## src/rtl/fp_unit_arbiter.sv

```systemverilog
`default_nettype none
// ============================================================================
// Module   : fp_unit_arbiter
// Purpose  : Round-robin arbiter that shares one variable-latency float unit
//            (start/done handshake) among NREQ requesters. It latches the
//            winner's operands, sequences the unit's enable, start and done
//            signals, and returns the result with a one-hot response pulse.
// Ports    : clk, rst          - clock, synchronous active-high reset
//            req_valid/a/b     - per-requester request and packed operands
//            req_ready         - one-hot accept pulse (ISSUE cycle)
//            rsp_valid         - one-hot result pulse (RESP cycle)
//            rsp_data          - shared result word, held until next capture
//            unit_rst_n        - float unit enable (low clears the unit)
//            unit_start        - one-cycle start pulse to the unit
//            unit_a, unit_b    - latched operands to the unit
//            unit_result/done  - unit result and completion
//            busy              - high whenever the FSM is not in IDLE
//            timeout_err       - sticky watchdog flag
// Options  : define FP_UNIT_ARB_TIMEOUT_EN to build the WAIT watchdog that
//            returns a quiet NaN after TO_CYCLES cycles without unit_done.
// Revision : 1.0 - initial release
// ============================================================================
module fp_unit_arbiter #(
  parameter int S         = 32,
  parameter int NREQ      = 4,
  parameter int TO_CYCLES = 64
) (
  input  logic              clk,
  input  logic              rst,
  input  logic [NREQ-1:0]   req_valid,
  input  logic [S*NREQ-1:0] req_a,
  input  logic [S*NREQ-1:0] req_b,
  output logic [NREQ-1:0]   req_ready,
  output logic [NREQ-1:0]   rsp_valid,
  output logic [S-1:0]      rsp_data,
  output logic              unit_rst_n,
  output logic              unit_start,
  output logic [S-1:0]      unit_a,
  output logic [S-1:0]      unit_b,
  input  logic [S-1:0]      unit_result,
  input  logic              unit_done,
  output logic              busy,
  output logic              timeout_err
);

  localparam int IW = (NREQ > 1) ? $clog2(NREQ) : 1;

  typedef enum logic [1:0] {
    IDLE  = 2'd0,
    ISSUE = 2'd1,
    WAIT  = 2'd2,
    RESP  = 2'd3
  } state_t;

  state_t        state;
  logic [IW-1:0] ptr;
  logic [IW-1:0] gnt;
  logic [IW-1:0] win_idx;
  logic          win_found;

  // (base + off) mod NREQ for off < NREQ; one conditional subtract suffices.
  function automatic logic [IW-1:0] wrap_add(input logic [IW-1:0] base, input int off);
    int s;
    s = int'(base) + off;
    if (s >= NREQ) s = s - NREQ;
    return IW'(s);
  endfunction

  function automatic logic [NREQ-1:0] onehot(input logic [IW-1:0] idx);
    logic [NREQ-1:0] v;
    v      = '0;
    v[idx] = 1'b1;
    return v;
  endfunction

  // First valid requester scanning upward from the round-robin pointer.
  always_comb begin
    win_found = 1'b0;
    win_idx   = '0;
    for (int k = 0; k < NREQ; k++) begin
      if (!win_found && req_valid[wrap_add(ptr, k)]) begin
        win_found = 1'b1;
        win_idx   = wrap_add(ptr, k);
      end
    end
  end

`ifdef FP_UNIT_ARB_TIMEOUT_EN
  localparam int CW = $clog2(TO_CYCLES + 1);
  logic [CW-1:0] wd_cnt;
`else
  // Watchdog not built: the limit has no effect and the flag is constant.
  logic unused_cfg;
  assign unused_cfg  = ^TO_CYCLES;
  assign timeout_err = 1'b0;
`endif

  always_ff @(posedge clk) begin
    if (rst) begin
      state      <= IDLE;
      ptr        <= '0;
      gnt        <= '0;
      req_ready  <= '0;
      rsp_valid  <= '0;
      rsp_data   <= '0;
      unit_start <= 1'b0;
      unit_rst_n <= 1'b0;
      unit_a     <= '0;
      unit_b     <= '0;
      busy       <= 1'b0;
`ifdef FP_UNIT_ARB_TIMEOUT_EN
      wd_cnt      <= '0;
      timeout_err <= 1'b0;
`endif
    end else begin
      // Pulse outputs default low; each is raised for exactly one cycle.
      req_ready  <= '0;
      rsp_valid  <= '0;
      unit_start <= 1'b0;
      case (state)
        IDLE: begin
          if (win_found) begin
            gnt        <= win_idx;
            unit_a     <= req_a[S*win_idx +: S];
            unit_b     <= req_b[S*win_idx +: S];
            req_ready  <= onehot(win_idx);
            unit_start <= 1'b1;
            unit_rst_n <= 1'b1;
            busy       <= 1'b1;
            state      <= ISSUE;
          end
        end
        ISSUE: begin
          // unit_done in this cycle is deliberately not looked at.
          state <= WAIT;
`ifdef FP_UNIT_ARB_TIMEOUT_EN
          wd_cnt <= '0;
`endif
        end
        WAIT: begin
          if (unit_done) begin
            rsp_data   <= unit_result;
            rsp_valid  <= onehot(gnt);
            unit_rst_n <= 1'b0;
            state      <= RESP;
          end
`ifdef FP_UNIT_ARB_TIMEOUT_EN
          // Count would reach TO_CYCLES at this edge: give up with a qNaN.
          else if (wd_cnt == CW'(TO_CYCLES - 1)) begin
            rsp_data    <= S'(32'h7FC0_0000);
            rsp_valid   <= onehot(gnt);
            unit_rst_n  <= 1'b0;
            timeout_err <= 1'b1;
            state       <= RESP;
          end else begin
            wd_cnt <= wd_cnt + 1'b1;
          end
`endif
        end
        RESP: begin
          ptr   <= wrap_add(gnt, 1);
          busy  <= 1'b0;
          state <= IDLE;
        end
        default: state <= IDLE;
      endcase
    end
  end

endmodule
`default_nettype wire

```

## config.mk

```make
export PLATFORM = sky130hd
export DESIGN_NAME = fp_unit_arbiter
export DESIGN_NICKNAME = d
export VERILOG_FILES = /design/src/rtl/fp_unit_arbiter.sv
export SDC_FILE = /design/constraint.sdc
export NUM_CORES = 1
export LEC_CHECK = 0
export CAP_MARGIN = 20
export CORE_AREA = 2 2 156 158
export DETAILED_ROUTE_END_ITERATION = 8
export DIE_AREA = 0 0 158 160
export GPL_TIMING_DRIVEN = 1
export MAX_ROUTING_LAYER = met4
export PLACE_DENSITY = 0.67
export SYNTH_ARGS = -nofsm -noshare
export SYNTH_HDL_FRONTEND = slang
export SYNTH_SLANG_ARGS = --single-unit
```

## constraint.sdc

```tcl
create_clock -name clk -period 1.76 [get_ports clk]
set_input_delay 0.44 -clock clk [delete_from_list [all_inputs] [get_ports clk]]
set_output_delay 0.44 -clock clk [all_outputs]
set_load 0.02 [all_outputs]
```

==> run_results.csv, run 1 <==
group,metric,value,unit
cts,clock_latency,0.42,ns
floorplan,io_pins,403,
setup_path,crit_slowest_cell,"dfxtp_2",
synth,netlist_area,0.00681,sq mm
synth,ys_types,35,
pwr,pwr-share-comb,46.4,%
global_routing,grt_pass1_vias,8386,
sta,hold_viol,0,
cells_and_area,syn2layout_area_growth,75.5,%
detailed_routing,drtAntennaViolNets,0,
setup_path,crit_required,2.05,ns
min_path,min_path_type,"register to register",
setup_path,critPathArrivalTime,1.93,ns
pwr,ir_worst_vdd,0.676,mV
detailed_routing,drtIter0Drc,508,
sta,fin_crit,1.64,ns
sta,final-max-slew-violation-count,0,
setup_path,crit_path_start_kind,"register",
cells_and_area,drive_gt1_share,8.18,%
floorplan,die_y,160,um
setup_path,worst_path_dominant_cell_family,"compound AO/OA/AOI/OAI gates",
outcome,status,"completed",
synth,ys_seq_area_share,33.2,%
sta,rsz0062_at_grt,"false",
cts,post_cts_buffers,0,
cells_and_area,final_common_cell,"clkdlybuf4s50_1",
synth,synth-seq-cells,113,
place,place.port_buffers,401,
setup_path,crit_buf_inv,1,
synth,synth_area_per_cell,7.46,sq um
cells_and_area,fin_area,0.0119,sq mm
sta,clock_skew,0.0136,ns
synth,synthCells,912,
cts,cts_max_path_buffers,2,
setup_path,cp_common_cell,"a211oi_1",
pwr,seqPwrFrac,27.1,%
global_routing,grt_remaining_overflow,0,
setup_path,worst-path-max-fanout,42,
detailed_routing,drc_errors,0,
cells_and_area,instances_no_fill,1610,
detailed_routing,drt_wl_total,30800,um
pwr,switching_share,39.9,%
detailed_routing,via_count,8562,
cts,numCtsBuffers,17,
setup_path,max_stage_delay,0.46,ns
synth,syn-num-nets,1215,
cts,cts_tree,"yes",
pwr,leakage,4.94,nW
cells_and_area,num-nets-final,1573,
floorplan,dieArea,0.0253,sq mm
cts,cts-root-buf,"clkbuf_16",
cts,cts.sinks,113,
global_routing,grt_pass1_wl,46000,um
pwr,p_int,8.17,mW
place,post-place-cells,1575,
cts,h-tree-depth,4,
pwr,pwr-share-clk,26.5,%
synth,yosys_warnings,0,
sta,finalSetupViolCount,0,
setup_path,path_cells,"o21a_2, buf_12, a211oi_1, a211oi_1, a31oi_1",
place,dpl.hpwl,21800,um
sta,max_freq,611,MHz
pwr,p_switching,5.41,mW
pwr,power.total,13.6,mW
setup_path,end_kind,"register",
pwr,pwr_density_cell,1140,mW/mm^2
global_routing,gr-usage-all-layers,24.0,%
floorplan,core-area,0.0238,sq mm
global_routing,grt_max_degree,47,
detailed_routing,first_pass_iters,5,
setup_path,critical_path_class,"register to register",
cts,path_clk_slew,0.06,ns
floorplan,die_w,158,um
sta,fin_tns_setup,0,ns
detailed_routing,wire_per_inst,19.2,um
floorplan,floorplan.initialDensity,28.6,%
detailed_routing,vias_per_cell,5.32,
global_routing,antenna_found_initial,2,
place,routabilityCongestion,0.891,
floorplan,rows,57,
sta,finalCritPeriodShare,93.0,%
place,place_area,0.0115,sq mm
job,max_cap_viol_count,0,
cells_and_area,layout_common_cells,"clkdlybuf4s50_1, nand2_1, a211oi_1",
## path summary, 6_finish.rpt
| path | start | endpoint | slack [ns] | cells after the start |
|---|---|---|---|---|
| max | ptr[1]$_SDFFE_PP0P_ | unit_b[29]$_SDFFE_PP0P_ | 0.12 | 5 |
| min | rsp_data[1]$_SDFFE_PP0P_ | rsp_data[1]$_SDFFE_PP0P_ | 0.45 | 2 |
| max reg2reg | ptr[1]$_SDFFE_PP0P_ | unit_b[29]$_SDFFE_PP0P_ | 0.12 | 5 |
| min reg2reg | rsp_data[1]$_SDFFE_PP0P_ | rsp_data[1]$_SDFFE_PP0P_ | 0.45 | 2 |
## power by group through the flow
stage,Combinational (mW),Sequential [mW],Clock (mW)
after global routing,6.80,3.77,3.79
after global placement,6.73,3.74,0
after CTS,6.33,3.69,3.67
after floorplan,2.57,4.55,0
final,6.30,3.68,3.60
after detailed placement,6.78,3.77,0
## cells by family after synthesis
family,Yosys count,synth area share (%)
AOI/OAI and AO/OA,375,36.4
and+or+nand+nor,288,20.5
buffers and inverters,124,7.88
DFF,113,33.2
adders and majority gates,8,1.47
muxes,3,0.441
other,1,0.0551
## state kept, by name (all words and copies together), names as in the netlist
name,flops
state,2
rsp_valid,4
unit_start,1
gnt,2
unit_a,32
ptr,2
unit_rst_n,1
busy,1
unit_b,32
req_ready,4
rsp_data,32
## synth_stat cells
master / count / area [sq um]
a211o_1: 1 / 8.76
a211oi_1: 131 / 983
a21boi_0: 1 / 7.51
a21o_1: 1 / 7.51
a21oi_1: 38 / 190
a221o_1: 1 / 10.0
a31oi_1: 64 / 400
and2_1: 2 / 12.5
and3_1: 65 / 407
and4_1: 1 / 8.76
buf_1: 3 / 11.3
buf_2: 33 / 165
buf_4: 4 / 30.0
buf_6: 2 / 22.5
clkbuf_1: 75 / 282
conb_1: 1 / 3.75
dfxtp_1: 113 / 2260
ha_1: 8 / 100
inv_1: 7 / 26.3
mux2i_1: 3 / 30.0
nand2_1: 133 / 499
nand2b_1: 2 / 12.5
nand3_1: 66 / 330
nor2_1: 7 / 26.3
nor2b_1: 5 / 31.3
nor3_1: 1 / 5.00
nor3_2: 1 / 10.0
nor3b_1: 4 / 30.0
nor4_4: 1 / 21.3
o2111ai_1: 1 / 8.76
o21a_1: 2 / 15.0
o21ai_0: 67 / 335
o21ba_2: 1 / 10.0
o21bai_1: 66 / 495
o32ai_1: 1 / 8.76
## timing repair
item	in CTS	in global routing
cloned	0	0
hold buffers	0	0
resized for setup	110	2
setup endpoints to repair	131	42
## cell type report
cell class	instances	area (sq um)
sequential	113	2260
clock buffer	17	425
timing repair buffer	456	4570
inverter	7	26.3
clock inverter	15	176
multi-input combinational	675	4070
fill	2379	11900
antenna	3	7.51
tap	324	405
## metal layers
metal | up-vias | routed length [um] | GRT usage [%] | share of wire, %
met1 | 4015 | 12500 | 28.6 | 41
li1 | 4089 | - | - | -
met4 | 0 | 1010 | 9.71 | 3.3
met3 | 62 | 2240 | 4.80 | 7.3
met5 | - | 0 | - | 0
met2 | 396 | 15000 | 39.6 | 49
## worst register-to-register path: cells and delay by family (launching register included)
family	cells	cell delay (ns)
DFF	1	0.46
AOI/OAI and AO/OA	4	0.83
buffers and inverters	1	0.23
## stage by stage
| stage | setup WS (ns) | hold slack, ns | utilization (%) |
|---|---|---|---|
| 4_1_cts | 0.000808 | 0.450 | 50.1 |
| 3_3_place_gp | -0.454 | 0.440 | 48.1 |
| 6_report | 0.123 | 0.447 | 50.2 |
| 3_5_place_dp | -0.506 | 0.444 | 48.1 |
| 2_1_floorplan | 0.0904 | 0.469 | - |
| 5_1_grt | 0.0113 | 0.463 | 50.1 |
No activity file was read; power rests on OpenSTA's default activity.
==> run 2: changes to the inputs <==
--- a/config.mk
+++ b/config.mk
@@ -15,3 +15,4 @@
 export SYNTH_ARGS = -nofsm -noshare
 export SYNTH_HDL_FRONTEND = slang
 export SYNTH_SLANG_ARGS = --single-unit
+export TNS_END_PERCENT = 20
==> run 2 against run 1 <==
  * Total power shrank 0.21%
  * Sequential share of layout area is essentially flat
  * Final area is essentially flat
  * First-iteration DRC count shrank 3.7%
  * Via count shrank 0.26%
  * Critical path type unchanged
  * Largest cell class unchanged
  * Largest power group unchanged
  * Highest routed layer unchanged
==> run_results.csv, run 2 (same netlist as run 1, synthesis figures left out) <==
group,metric,value,unit
place,routabilityCongestion,0.891,
floorplan,die_w,158,um
sta,rsz0062_at_grt,"false",
cells_and_area,final_common_cell,"clkdlybuf4s50_1",
setup_path,r2r_slack,0.13,ns
cts,cts-root-buf,"clkbuf_16",
cells_and_area,fillers,2379,
pwr,p_switching,5.40,mW
pwr,pwr_density_cell,1140,mW/mm^2
pwr,p_int,8.16,mW
min_path,worstHoldPathCells,2,
place,post-place-cells,1575,
sta,finalSetupViolCount,0,
setup_path,critPathArrivalTime,1.93,ns
cells_and_area,layout_common_cells,"clkdlybuf4s50_1, nand2_1, a211oi_1",
setup_path,end_kind,"register",
setup_path,critical_path_class,"register to register",
detailed_routing,drtIter0Drc,489,
cts,cts_tree,"yes",
cells_and_area,final_util,50.1,%
floorplan,core-area,0.0238,sq mm
pwr,switching_share,39.8,%
pwr,pwr-share-clk,26.5,%
min_path,worstHoldStart,"rsp_data[1]$_SDFFE_PP0P_",
sta,max_freq,613,MHz
pwr,leakage,4.94,nW
sta,holdWs,0.447,ns
global_routing,antenna_found_initial,2,
place,place_ws,-0.506,ns
cells_and_area,reg_top3,"rsp_data: 32 flops, unit_a: 32 flops, unit_b: 32 flops",
setup_path,crit_path_start_kind,"register",
global_routing,grt_pass1_vias,8382,
pwr,seqPwrFrac,27.2,%
global_routing,gr-usage-all-layers,24.0,%
setup_path,reg2reg_depth,5,
place,place_area,0.0115,sq mm
setup_path,crit_required,2.05,ns
cts,clock_latency,0.42,ns
cts,ctsHoldBuffers,0,
cells_and_area,multi_input_area,0.00407,sq mm
cells_and_area,num-nets-final,1573,
sta,finalWorstSetupSlack,0.128,ns
detailed_routing,wire_per_inst,19.1,um
floorplan,floorplan.initialDensity,28.6,%
setup_path,r2r-end,"unit_b[29]$_SDFFE_PP0P_",
cts,h-tree-depth,4,
sta,clock_skew,0.0132,ns
place,dpl.hpwl,21800,um
sta,hold_viol,0,
detailed_routing,via_count,8540,
detailed_routing,drt_wl_total,30800,um
floorplan,dieArea,0.0253,sq mm
detailed_routing,drc_errors,0,
cts,numCtsBuffers,17,
cts,cts_max_path_buffers,2,
setup_path,worst-path-max-fanout,42,
cells_and_area,instances_no_fill,1610,
global_routing,grt_remaining_overflow,0,
setup_path,timing.rr.start,"ptr[1]$_SDFFE_PP0P_",
floorplan,io_pins,403,
sta,finalCritPeriodShare,92.7,%
detailed_routing,first_pass_iters,7,
detailed_routing,drtAntennaViolNets,0,
cts,cts.sinks,113,
place,place.port_buffers,401,
sta,fin_crit,1.63,ns
floorplan,rows,57,
cells_and_area,drive_gt1_share,8.18,%
pwr,power.total,13.6,mW
outcome,status,"completed",
sta,fin_tns_setup,0,ns
pwr,ir_worst_vdd,0.676,mV
global_routing,grt_max_degree,47,
cts,path_clk_slew,0.06,ns
cells_and_area,syn2layout_area_growth,75.4,%
job,max_cap_viol_count,0,
floorplan,die_y,160,um
cells_and_area,fin_area,0.0119,sq mm
cells_and_area,final-seq-area,0.00226,sq mm
global_routing,grt_pass1_wl,46000,um
pwr,pwr-share-comb,46.3,%
sta,final-max-slew-violation-count,0,
detailed_routing,vias_per_cell,5.30,
min_path,worstHoldEndpoint,"rsp_data[1]$_SDFFE_PP0P_",
min_path,min_path_type,"register to register",
run 2: changes by cell type in the layout (fill, tap and decap cells not counted):
cell | before | now
buf_6 | 0 | 1
buf_8 | 1 | 0
run 2: timing repair:
action	in CTS	in global routing
buffers inserted	0	0
gates resized for setup	109	2
setup endpoints to repair	131	42
pin swaps	0	0
run 2: layout make-up:
| type | count | area share [%] |
|---|---|---|
| timing repair buffer | 456 | 38.2 |
| multi-input combinational | 675 | 34.1 |
| sequential | 113 | 19.0 |
| clock buffer | 17 | 3.56 |
| tap | 324 | 3.39 |
| clock inverter | 15 | 1.48 |
| inverter | 7 | 0.220 |
| antenna | 3 | 0.0629 |
run 2: worst max-delay path: stages, from the launching register on:
cell and delay [ns]:
dfxtp_2 0.46, o21a_2 0.25, buf_12 0.23, a211oi_1 0.12, a211oi_1 0.29, a31oi_1 0.12
run 2: how the worst max path moves through the flow:
stage	start	end	slack, ns	depth (start not counted)
floorplan	req_valid[2]	unit_a[22]$_SDFFE_PP0P_	0.09	7
global placement	req_valid[0]	unit_b[24]$_SDFFE_PP0P_	-0.45	7
detailed placement	req_valid[0]	unit_b[24]$_SDFFE_PP0P_	-0.51	7
CTS	ptr[1]$_SDFFE_PP0P_	unit_b[29]$_SDFFE_PP0P_	0.0008	5
global route	ptr[1]$_SDFFE_PP0P_	unit_b[5]$_SDFFE_PP0P_	0.01	5
finish	ptr[1]$_SDFFE_PP0P_	unit_b[29]$_SDFFE_PP0P_	0.13	5
run 2: power by group through the flow:
| stage | clock (mW) | combinational [mW] | sequential [mW] |
|---|---|---|---|
| 6_report | 3.59 | 6.28 | 3.68 |
| 5_1_grt | 3.79 | 6.78 | 3.77 |
| 4_1_cts | 3.67 | 6.33 | 3.69 |
| 3_5_place_dp | 0 | 6.78 | 3.77 |
| 3_3_place_gp | 0 | 6.73 | 3.74 |
| 2_1_floorplan | 0 | 2.57 | 4.55 |
run 2: per-layer routing:
| metal | vias up | share of wire, % | global-route usage, % |
|---|---|---|---|
| met5 | - | 0 | - |
| li1 | 4088 | - | - |
| met4 | 0 | 3.3 | 9.71 |
| met3 | 62 | 7.7 | 4.80 |
| met2 | 400 | 49 | 39.5 |
| met1 | 3990 | 40 | 28.6 |
==> run 3: changes to the inputs <==
--- a/config.mk
+++ b/config.mk
@@ -12,6 +12,7 @@
 export GPL_TIMING_DRIVEN = 1
 export MAX_ROUTING_LAYER = met4
 export PLACE_DENSITY = 0.67
+export SETUP_SLACK_MARGIN = 0.02
 export SYNTH_ARGS = -nofsm -noshare
 export SYNTH_HDL_FRONTEND = slang
 export SYNTH_SLANG_ARGS = --single-unit
==> constraint.sdc (replaced) <==
create_clock -name clk -period 1.76 [get_ports clk]
set_input_delay 0.44 -clock clk [delete_from_list [all_inputs] [get_ports clk]]
set_output_delay 0.44 -clock clk [all_outputs]
set_load 0.005 [all_outputs]
==> run 3 against run 2 <==
  * Utilization grew 0.94 points
  * Sequential cell count unchanged
  * First-iteration DRC count increased by 4.3%
  * Maximum frequency fell by 5.1%
  * Final cell count about the same
  * Wire length decreased by 0.19%
  * Global-route usage hardly changed
  * Critical path type is now register to primary output
  * Critical path depth down 4
  * Final area increased by 1.9%
  * Clock-buffer cell count stayed put
  * Non-clock buffer count unchanged
  * Via count up 0.23%
==> run_results.csv, run 3 (same netlist as run 1, synthesis figures left out) <==
group,metric,value,unit
outcome,status,"completed",
setup_path,end_kind,"primary output",
floorplan,rows,57,
cells_and_area,final_common_cell,"clkdlybuf4s50_1",
sta,clock_skew,0.0126,ns
cts,clock_latency,0.42,ns
sta,holdWs,0.449,ns
sta,finalCritPeriodShare,97.7,%
sta,final-max-slew-violation-count,0,
sta,rsz0062_at_grt,"false",
cts,h-tree-depth,4,
place,place.port_buffers,401,
global_routing,antenna_found_initial,2,
floorplan,dieArea,0.0253,sq mm
sta,hold_viol,0,
setup_path,max_stage_delay,0.51,ns
cells_and_area,reg_top3,"rsp_data: 32 flops, unit_a: 32 flops, unit_b: 32 flops",
cells_and_area,fin_area,0.0122,sq mm
detailed_routing,drc_errors,0,
min_path,min_path_type,"register to register",
detailed_routing,drt_wl_total,30800,um
setup_path,critical_path_class,"register to primary output",
cells_and_area,layout_common_cells,"clkdlybuf4s50_1, nand2_1, a211oi_1",
cts,cts_tree,"yes",
floorplan,core-area,0.0238,sq mm
cts,cts-root-buf,"clkbuf_16",
detailed_routing,vias_per_cell,5.32,
setup_path,crit_buf_inv,1,
setup_path,crit_slowest_cell,"clkdlybuf4s50_1",
cts,numCtsBuffers,17,
detailed_routing,wire_per_inst,19.1,um
job,max_cap_viol_count,0,
setup_path,crit_required,1.32,ns
cells_and_area,final_util,51.1,%
cells_and_area,syn2layout_area_growth,78.7,%
setup_path,path_cells,"clkdlybuf4s50_1",
pwr,pwr_density_cell,1080,mW/mm^2
global_routing,grt_remaining_overflow,0,
cts,path_clk_slew,0.06,ns
cts,post_cts_buffers,0,
floorplan,die_y,160,um
sta,max_freq,582,MHz
setup_path,reg2reg_depth,5,
cts,cts.sinks,113,
floorplan,die_w,158,um
detailed_routing,drtAntennaViolNets,0,
cells_and_area,drive_gt1_share,8.73,%
global_routing,gr-usage-all-layers,24.0,%
global_routing,grt_pass1_wl,45900,um
detailed_routing,via_count,8560,
sta,finalSetupViolCount,0,
pwr,leakage,5.13,nW
setup_path,worst-path-max-fanout,2,
pwr,power.total,13.1,mW
sta,fin_crit,1.72,ns
cts,cts_max_path_buffers,2,
floorplan,floorplan.initialDensity,28.6,%
setup_path,crit_path_start_kind,"register",
setup_path,worst_path_dominant_cell_family,"buffers and inverters",
floorplan,io_pins,403,
global_routing,grt_max_degree,47,
detailed_routing,drtIter0Drc,510,
cells_and_area,num-nets-final,1573,
place,place_area,0.0115,sq mm
detailed_routing,first_pass_iters,5,
cts,ctsHoldBuffers,0,
setup_path,critical_path_depth,1,
setup_path,critPathArrivalTime,1.28,ns
sta,fin_tns_setup,0,ns
global_routing,grt_pass1_vias,8361,
place,routabilityCongestion,0.891,
min_path,worstHoldPathCells,2,
place,dpl.hpwl,21800,um
pwr,ir_worst_vdd,0.674,mV
==> run 3: changes by cell type in the layout (fill, tap and decap cells not counted), sizes merged <==
cell           change
clkdlybuf4s50     +60
diode              -1
dlygate4sd2       -97
dlymetal6s2s      +37
==> run 3: worst reg2reg max path: cells and delay by family (launching register included) <==
| family | cells | cell delay [ns] |
|---|---|---|
| compound gates | 4 | 0.83 |
| flops | 1 | 0.46 |
| buf+inv | 1 | 0.23 |
==> run 3: area by class of cell <==
cell class | count | area, sq um
inverters | 7 | 26.3
diodes | 2 | 5.00
clock inverters | 15 | 176
clock buffers | 17 | 425
fillers | 2312 | 11700
repair buffers | 456 | 4780
multi-input cells | 675 | 4080
well taps | 324 | 405
flip-flops and latches | 113 | 2270
==> run 3: path summary, 6_finish.rpt <==
kind	start	endpoint	slack [ns]
worst max-delay path	unit_a[8]$_SDFFE_PP0P_	unit_a[8]	0.04
worst min-delay path	rsp_data[1]$_SDFFE_PP0P_	rsp_data[1]$_SDFFE_PP0P_	0.45
worst max register to register	ptr[1]$_SDFFE_PP0P_	unit_b[29]$_SDFFE_PP0P_	0.12
worst min register to register	rsp_data[1]$_SDFFE_PP0P_	rsp_data[1]$_SDFFE_PP0P_	0.45
==> run 3: layer usage <==
layer / global-route usage, % / routed length (um) / up-vias
met5: - / 0 / -
met4: 9.71 / 1100 / 0
met3: 4.78 / 2390 / 72
met2: 39.4 / 15000 / 408
met1: 28.6 / 12300 / 3993
li1: - / - / 4087
==> run 3: where the power goes <==
group          internal (mW)  leakage, nW  total (mW)  switching [mW]
Clock                   2.14        0.295        3.59            1.45
Combinational           3.06         3.91        5.83            2.78
Sequential              3.31        0.933        3.71           0.400
==> run 3: timing repair <==
| item | in CTS | in global routing |
|---|---|---|
| resized for setup | 18 | 40 |
| setup endpoints to repair | 68 | 44 |
| pin swaps | 0 | 0 |
==> run 3: through the flow <==
step / worst slack, ns / instances
global placement: -0.454 / 1575
finish: 0.0409 / 1609
floorplan: 0.0904 / 912
global route: 0.0200 / 1609
CTS: 0.0215 / 1607
detailed placement: -0.506 / 1575
